$ cat config.mk
export PLATFORM = sky130hd
export DESIGN_NAME = waveform_buffer_reader
export DESIGN_NICKNAME = d
export VERILOG_FILES = /design/src/rtl/waveform_buffer_reader.sv
export SDC_FILE = /design/constraint.sdc
export NUM_CORES = 1
export LEC_CHECK = 0
export CAP_MARGIN = 10
export CORE_UTILIZATION = 57
export DETAILED_ROUTE_END_ITERATION = 6
export GPL_TIMING_DRIVEN = 0
export HOLD_SLACK_MARGIN = 0.1
export PLACE_DENSITY = 0.86
export SYNTH_ARGS = -nofsm -noshare
export SYNTH_HDL_FRONTEND = slang
export SYNTH_SLANG_ARGS = --single-unit
$ cat constraint.sdc
create_clock -name clk -period 14.7 [get_ports clk]
set_input_delay 2.94 -clock clk [delete_from_list [all_inputs] [get_ports clk]]
set_output_delay 2.94 -clock clk [all_outputs]
set_load 0.02 [all_outputs]
$ cat src/rtl/waveform_buffer_reader.sv
// Waveform buffer readout: pops one header, streams its samples, and packs
// both into a 32-bit valid/ready word stream with end-of-packet marking.
module waveform_buffer_reader #(
    parameter int unsigned P_DATA_WIDTH         = 28,
    parameter int unsigned P_HDR_WIDTH          = 87,
    parameter int unsigned P_LTC_WIDTH          = 48,
    parameter int unsigned P_ADR_WIDTH          = 15,
    parameter int unsigned P_N_WVF_IN_BUF_WIDTH = 10
) (
    input  logic                            clk,
    input  logic                            rst,
    input  logic                            en,
    input  logic [P_HDR_WIDTH-1:0]          wvb_hdr_data_out,
    input  logic                            wvb_hdr_empty,
    input  logic [P_N_WVF_IN_BUF_WIDTH-1:0] wvb_n_wvf_in_buf,
    input  logic [P_DATA_WIDTH-1:0]         wvb_data_out,
    output logic                            wvb_hdr_rdreq,
    output logic                            wvb_wvb_rdreq,
    output logic                            wvb_wvb_rddone,
    output logic [31:0]                     dout,
    output logic                            dout_valid,
    output logic                            dout_last,
    input  logic                            dout_ready,
    output logic                            busy,
    output logic [15:0]                     n_wvf_sent
);

    typedef enum logic [2:0] {StIdle, StHdr0, StHdr1, StHdr2, StData, StDone} state_t;

    state_t state_q, state_d;

    logic [P_LTC_WIDTH-1:0]  ltc_q;
    logic [1:0]              trig_q;
    logic                    cnst_q;
    logic [P_ADR_WIDTH-1:0]  n_samp_q;
    logic [15:0]             req_cnt_q;
    logic [15:0]             sent_cnt_q;
    logic                    inflight_q;
    logic [P_DATA_WIDTH-1:0] skid_q [2];
    logic                    wr_ptr_q;
    logic                    rd_ptr_q;
    logic [1:0]              count_q;
    logic                    hdr_rdreq_q;
    logic [15:0]             n_wvf_sent_q;

    logic                    start;
    logic [P_ADR_WIDTH-1:0]  hdr_start;
    logic [P_ADR_WIDTH-1:0]  hdr_stop;
    logic [15:0]             limit;
    logic                    pop;
    logic                    last_samp;
    logic [2:0]              occ;
    logic                    rdreq;
    logic                    unused_inputs;

    assign hdr_start = wvb_hdr_data_out[38:24];
    assign hdr_stop  = wvb_hdr_data_out[23:9];
    assign start     = (state_q == StIdle) && en && !wvb_hdr_empty;

    // A count of zero stands for a full 32768-sample waveform.
    assign limit     = {n_samp_q == '0, n_samp_q};
    assign pop       = (state_q == StData) && (count_q != 2'd0) && dout_ready;
    assign last_samp = (sent_cnt_q == limit - 16'd1);

    // Credit counts the slot freed by this cycle's pop so a full-rate stream is sustained.
    assign occ   = {1'b0, count_q} + {2'b0, inflight_q} - {2'b0, pop};
    assign rdreq = ((state_q == StHdr1) || (state_q == StHdr2) || (state_q == StData))
                   && (occ < 3'd2) && (req_cnt_q < limit);

    assign unused_inputs = ^{wvb_n_wvf_in_buf, wvb_hdr_data_out[5:0]};

    // State register.
    always_ff @(posedge clk or posedge rst) begin
        if (rst) begin
            state_q <= StIdle;
        end else begin
            state_q <= state_d;
        end
    end

    // Next-state logic.
    always_comb begin
        state_d = state_q;
        unique case (state_q)
            StIdle:  if (start) state_d = StHdr0;
            StHdr0:  if (dout_ready) state_d = StHdr1;
            StHdr1:  if (dout_ready) state_d = StHdr2;
            StHdr2:  if (dout_ready) state_d = StData;
            StData:  if (pop && last_samp) state_d = StDone;
            StDone:  state_d = StIdle;
            default: state_d = StIdle;
        endcase
    end

    // Output decode: word mux, handshake strobes and status.
    always_comb begin
        dout           = 32'h0;
        dout_valid     = 1'b0;
        dout_last      = 1'b0;
        wvb_wvb_rddone = 1'b0;
        unique case (state_q)
            StHdr0: begin
                dout_valid = 1'b1;
                dout       = {8'hA5, 5'b0, cnst_q, trig_q, 1'b0, n_samp_q};
            end
            StHdr1: begin
                dout_valid = 1'b1;
                dout       = {16'h0, ltc_q[47:32]};
            end
            StHdr2: begin
                dout_valid = 1'b1;
                dout       = ltc_q[31:0];
            end
            StData: begin
                dout_valid = (count_q != 2'd0);
                dout_last  = (count_q != 2'd0) && last_samp;
                dout       = {{(32 - P_DATA_WIDTH){1'b0}}, skid_q[rd_ptr_q]};
            end
            StDone:  wvb_wvb_rddone = 1'b1;
            default: ;
        endcase
        wvb_wvb_rdreq = rdreq;
        wvb_hdr_rdreq = hdr_rdreq_q;
        busy          = (state_q != StIdle);
        n_wvf_sent    = n_wvf_sent_q;
    end

    // Header latch, request/transfer counters and the completion counter.
    always_ff @(posedge clk or posedge rst) begin
        if (rst) begin
            ltc_q        <= '0;
            trig_q       <= '0;
            cnst_q       <= 1'b0;
            n_samp_q     <= '0;
            req_cnt_q    <= '0;
            sent_cnt_q   <= '0;
            hdr_rdreq_q  <= 1'b0;
            n_wvf_sent_q <= '0;
        end else begin
            hdr_rdreq_q <= start;
            if (start) begin
                ltc_q      <= wvb_hdr_data_out[86:39];
                trig_q     <= wvb_hdr_data_out[8:7];
                cnst_q     <= wvb_hdr_data_out[6];
                n_samp_q   <= hdr_stop - hdr_start + 15'd1;
                req_cnt_q  <= '0;
                sent_cnt_q <= '0;
            end else begin
                if (rdreq) req_cnt_q <= req_cnt_q + 16'd1;
                if (pop)   sent_cnt_q <= sent_cnt_q + 16'd1;
            end
            if (state_q == StDone) n_wvf_sent_q <= n_wvf_sent_q + 16'd1;
        end
    end

    // Two-entry skid FIFO absorbing the one-cycle buffer read latency.
    always_ff @(posedge clk or posedge rst) begin
        if (rst) begin
            inflight_q <= 1'b0;
            skid_q[0]  <= '0;
            skid_q[1]  <= '0;
            wr_ptr_q   <= 1'b0;
            rd_ptr_q   <= 1'b0;
            count_q    <= 2'd0;
        end else begin
            inflight_q <= rdreq;
            if (inflight_q) begin
                skid_q[wr_ptr_q] <= wvb_data_out;
                wr_ptr_q         <= ~wr_ptr_q;
            end
            if (pop) rd_ptr_q <= ~rd_ptr_q;
            count_q <= count_q + {1'b0, inflight_q} - {1'b0, pop};
        end
    end

endmodule

# --- Word-level counts from Yosys, hierarchy flattened ---
# Cells that the tools add are included.
word_totals:
  register_bits: 179
  inputBits: 130
  wordCells: 85
op_classes:
  n_lt_le_gt_ge: 5
  bitwise_logic: 4
  n_addsub: 10
  eq_ne: 11
  reduce_logical: 20
  mux: 20
op_table:
  columns: ["cell", "n"]
  rows:
  - ["$pmux W32 S4", 1]
  - ["$mux W28", 4]
  - ["$mux W16", 4]
  - ["$bwmux W56", 1]
  - ["$add A16 B1 Y16 const B", 3]
  - ["$demux W28 S1", 1]
  - ["$eq A16 B16 Y1", 1]
  - ["$lt A16 B16 Y1", 1]
  - ["$sub A16 B1 Y16 const B", 1]
  - ["$add A15 B1 Y15 const B", 1]
  - ["$logic_not A15 Y1", 1]
  - ["$mux W3", 5]
  - ["$pmux W3 S5", 1]
  - ["$sub A15 B15 Y15", 1]
  - ["$logic_and A1 B1 Y1", 9]
  - ["$ne A2 B2 Y1 const B", 4]
  - ["$eq A3 B2 Y1 const B", 2]
  - ["$eq A3 B3 Y1 const B", 2]
  - ["$reduce_bool A2 Y1", 3]
  - ["$reduce_and A5 Y1", 1]
  - ["$ge A2 B2 Y1 const B", 2]
  - ["$not A1 Y2", 2]
  - ["$add A2 B1 Y3", 1]
  - ["$eq A3 B1 Y1 const B", 1]
  - ["14 further kinds", 17]

# --- Longest topological paths before layout ---
depth:
  depth_word: 9
  depth_mapped: 15

# --- Worst setup path before layout ---
# No wires, ideal clock.
synth_timing:
  path_type: "in2out"
  from: "in dout_ready"
  to: "out wvb_wvb_rdreq"
  t_arrival_ns: 5.116
  path_stages: 12
  path_buffers: 1
  path_slack_ns: 6.644
  cell_sequence: "o21ai_0 nor2_4 ha_1 inv_1 ha_1 inv_1 fa_1 inv_1 nor3_1 o211ai_1 clkbuf_1 a21oi_2"
synth_between:
  elab_chain_cells: 5
synth_rtl:
  columns: ["element", "line_no", "text"]
  rows:
  - ["start, declared", "23", "input logic dout_ready,"]
  - ["$logic_and A1 B1 Y1", "62", "assign pop = (state_q == StData) && (count_q != 2'd0) && dout_ready;"]
  - ["named net pop", "50", "logic pop;"]
  - ["$sub A3 B1 Y3", "66", "assign occ = {1'b0, count_q} + {2'b0, inflight_q} - {2'b0, pop};"]
  - ["named net occ[1]", "52", "logic [2:0] occ;"]
  - ["$lt A3 B2 Y1", "68", "&& (occ < 3'd2) && (req_cnt_q < limit);"]
  - ["$logic_and A1 B1 Y1 (2 in series)", "68", null]
  - ["end, declared", "18", "output logic wvb_wvb_rdreq,"]
# The timed path passes the listed nets, and every way through them passes these cells.

# --- Worst setup path in the final report ---
# Ends and elaborated chain as after synthesis.

==> impl_metrics.env <==
export IMPL_worst_slew_margin_rel_pct=42.73
export IMPL_r2r_end="req_cnt_q[7]$_DFFE_PP0P_"
export IMPL_yosys_warnings=0
export IMPL_power_leakage_uw=0.005510
export IMPL_vdd_drop_max_uv=168.4
export IMPL_clock_power_share_pct=20.3
export IMPL_drv_slew=0
export IMPL_clockRootBuffer="clkbuf_16"
export IMPL_power_share_switching_pct=39.76
export IMPL_startpoint="dout_ready"
export IMPL_num_io_pins=184
export IMPL_cts_sinks=179
export IMPL_core_area_um2=16580
export IMPL_crit_fanout=10
export IMPL_grt_pass1_vias=8276
export IMPL_synth_edf_count=0
export IMPL_gr_usage_all_layers_pct=30.21
export IMPL_num_rows=47
export IMPL_cts_max_level=4
export IMPL_wl_per_cell_um=17.84
export IMPL_max_freq_mhz=103.6
export IMPL_port_buffers=167
export IMPL_clkLatencyLatePin_ns=0.44
export IMPL_startpoint_type="input pin"
export IMPL_syn_cell_area_um2=9669
export IMPL_dpl_hpwl_mm=18.30
export IMPL_area_growth_synth_to_final_pct=26.63
export IMPL_via_per_inst=5.795
export IMPL_fin_skew_ns=0.01102
export IMPL_vias=8183
export IMPL_postSynthAreaPerCell_um2=9.747
export IMPL_power_density_nw_per_um2=183.1
export IMPL_drive_above_1_share_pct=9.312
export IMPL_grt_first_pass_wirelength_mm=41.19
export IMPL_cts_buffers=17
export IMPL_first_iter_violations=655
export IMPL_finalNetCount=1360
export IMPL_path_clk_slew_ns=0.07
export IMPL_ff2ff_setup_slack_ns=10.74
export IMPL_reg2reg_depth=15
export IMPL_ys_ff_latch=179
export IMPL_min_period_over_period_pct=65.68
export IMPL_critical_path_class="in2out"
export IMPL_worst_pin_slew_ns=0.8590
export IMPL_fillerInstances=1145
export IMPL_post_cts_buffers=0
export IMPL_mostFrequentLayoutCells="nand2_1, dfrtp_1, clkdlybuf4s50_1"
export IMPL_drt_wl_total_mm=25.19
export IMPL_min_period_ns=9.654
export IMPL_start_util_pct=58.31
export IMPL_rsz0062_at_grt="false"
export IMPL_antenna_cells=0
export IMPL_syn_inst=992
export IMPL_critPathCapture="wvb_wvb_rdreq"
export IMPL_cts_resized=0
export IMPL_p_int_uw=1350
export IMPL_run_status="complete, no violations"
export IMPL_p_sw_uw=891.1
export IMPL_grt_max_degree=136
export IMPL_hold_class="reg2reg"
export IMPL_finalHoldViolations=0
export IMPL_tritoncts="yes"
export IMPL_die_area_um2=17490
export IMPL_synthArstFlopShare_pct=100.0
export IMPL_die_height_um=132.2
export IMPL_synth_cell_types=55
export IMPL_pwr_share_seq_pct=36.7
export IMPL_end_kind="output port"
export IMPL_drc_errors=0
export IMPL_cts_path_max_buffers=2
export IMPL_setup_viol=0
export IMPL_firstDrtPassIters=6
export IMPL_finalSetupTns_ns=0
export IMPL_grt_overflow_total=0
export IMPL_layout_commonest_cell="nand2_1"
export IMPL_die_w_um=132.2
export IMPL_synth_net_count=1173
export IMPL_ys_seq_area_share_pct=46.33
export IMPL_timing_rr_start="state_q[1]$_DFFE_PP0P_"
export IMPL_final_core_util_pct=73.83
export IMPL_combPwrFrac_pct=43.0
export IMPL_ys_flop_type="dfrtp_1"
export IMPL_arrival_ns=6.71
export IMPL_worstPathRequired_ns=11.76
export IMPL_antenna_found_initial=0
export IMPL_gp_congestion=0.8783
export IMPL_maxCapViolCount=0
export IMPL_antenna_left=0
export IMPL_cts_hold_buf=0
## Yosys cell counts (2+ instances only)
cell | n | area [µm²]
or3b_1 | 2 | 17.52
o22ai_1 | 9 | 56.30
nand3b_1 | 2 | 15.01
or2_2 | 2 | 12.51
a211oi_1 | 4 | 30.03
a21oi_1 | 24 | 120.1
a31oi_1 | 2 | 12.51
fa_1 | 2 | 40.04
or3_1 | 8 | 50.05
dfrtp_1 | 179 | 4479
nor4_2 | 2 | 25.02
nor3_1 | 5 | 25.02
nor4_1 | 3 | 18.77
nand3_1 | 24 | 120.1
nand4_1 | 17 | 106.4
o21ai_0 | 41 | 205.2
nand2b_1 | 6 | 37.54
xor2_1 | 26 | 227.7
nor2b_1 | 4 | 25.02
and4_1 | 3 | 26.28
xnor2_1 | 48 | 420.4
mux2_2 | 61 | 686.9
o21ai_1 | 2 | 10.01
a21o_1 | 10 | 75.07
o221ai_1 | 11 | 96.34
or4_1 | 2 | 15.01
buf_2 | 3 | 15.01
buf_1 | 3 | 11.26
o211ai_1 | 7 | 52.55
inv_1 | 51 | 191.4
and3_1 | 5 | 31.28
and2_1 | 6 | 37.54
mux2i_1 | 31 | 310.3
ha_1 | 49 | 613.1
a22oi_1 | 15 | 112.6
nor2_1 | 44 | 165.2
a2111oi_0 | 6 | 52.55
clkbuf_1 | 40 | 150.1
nand2_1 | 217 | 814.5
## per-layer routing
metal / GRT usage, % / part of all wire (%) / up-vias
met5: 0 / 0 / -
met4: 13.35 / 3.8 / 0
met1: 39.33 / 41 / 3942
met3: 5.767 / 7.3 / 79
met2: 49.38 / 47 / 388
li1: - / - / 3774
## how the worst min path moves through the flow
stage | cells past startpoint | end | startpoint
after global placement | 2 | ltc_q[30]$_DFFE_PP0P_ | ltc_q[30]$_DFFE_PP0P_
final | 2 | ltc_q[30]$_DFFE_PP0P_ | ltc_q[30]$_DFFE_PP0P_
after global routing | 2 | ltc_q[30]$_DFFE_PP0P_ | ltc_q[30]$_DFFE_PP0P_
after floorplan | 2 | ltc_q[28]$_DFFE_PP0P_ | ltc_q[28]$_DFFE_PP0P_
after detailed placement | 2 | ltc_q[30]$_DFFE_PP0P_ | ltc_q[30]$_DFFE_PP0P_
after CTS | 2 | ltc_q[30]$_DFFE_PP0P_ | ltc_q[30]$_DFFE_PP0P_
## worst max-delay path, stage by stage
cell	delay, ns
clkdlybuf4s50_1	0.54
o21ai_0	0.17
nor2_4	0.26
ha_1	0.28
inv_1	0.06
ha_1	0.14
inv_1	0.05
fa_1	0.47
inv_1	0.05
nor3_1	0.17
o211ai_1	0.20
clkbuf_1	0.28
a21oi_2	0.40
clkdlybuf4s50_1	0.70
## per-stage QoR
| step | hold slack [ns] | setup WS (ns) | power [µW] | area [µm²] | cells |
|---|---|---|---|---|---|
| floorplan | 0.4374 | 6.644 | 1403 | 9669 | 992 |
| global placement | 0.4485 | 4.623 | 1729 | 11620 | 1379 |
| detailed placement | 0.4584 | 5.083 | 1768 | 11650 | 1380 |
| CTS | 0.4769 | 5.073 | 2233 | 12240 | 1412 |
| global route | 0.4989 | 4.806 | 2366 | 12240 | 1412 |
| finish | 0.4758 | 5.046 | 2241 | 12240 | 1412 |
## power by group through the flow
stage | sequential (µW) | clock (µW) | combinational [µW]
after floorplan | 779 | 0 | 624
after global placement | 809 | 0 | 920
after detailed placement | 822 | 0 | 947
after CTS | 816 | 459 | 958
after global routing | 840 | 482 | 1040
final | 823 | 456 | 963
## flip-flops by register name, indices dropped and copies added (netlist names), 2 cells and up
name	count
skid_q	56
ltc_q	48
n_wvf_sent	16
req_cnt_q	16
sent_cnt_q	16
n_samp_q	15
state_q	3
count_q	2
trig_q	2
## cell type report
class	count	area, µm²	share of cell area (%)
Inverter	51	198.9	1.625
Sequential cell	179	4479	36.58
Buffer	46	176.4	1.441
Clock inverter	15	167.7	1.369
Clock buffer	17	425.4	3.474
Tap cell	220	275.3	2.248
Timing Repair Buffer	168	1699	13.88
Multi-Input combinational cell	716	4822	39.38
## cell families after synthesis
kind of cell | after synthesis | share of synthesized area, %
flops | 179 | 46.33
mux | 93 | 10.43
simple gates | 356 | 16.34
xor+xnor | 74 | 6.703
buf+inv | 97 | 3.804
compound gates | 142 | 9.640
fa+ha+maj | 51 | 6.755
Note: power is estimated with default switching activity, not from simulation.
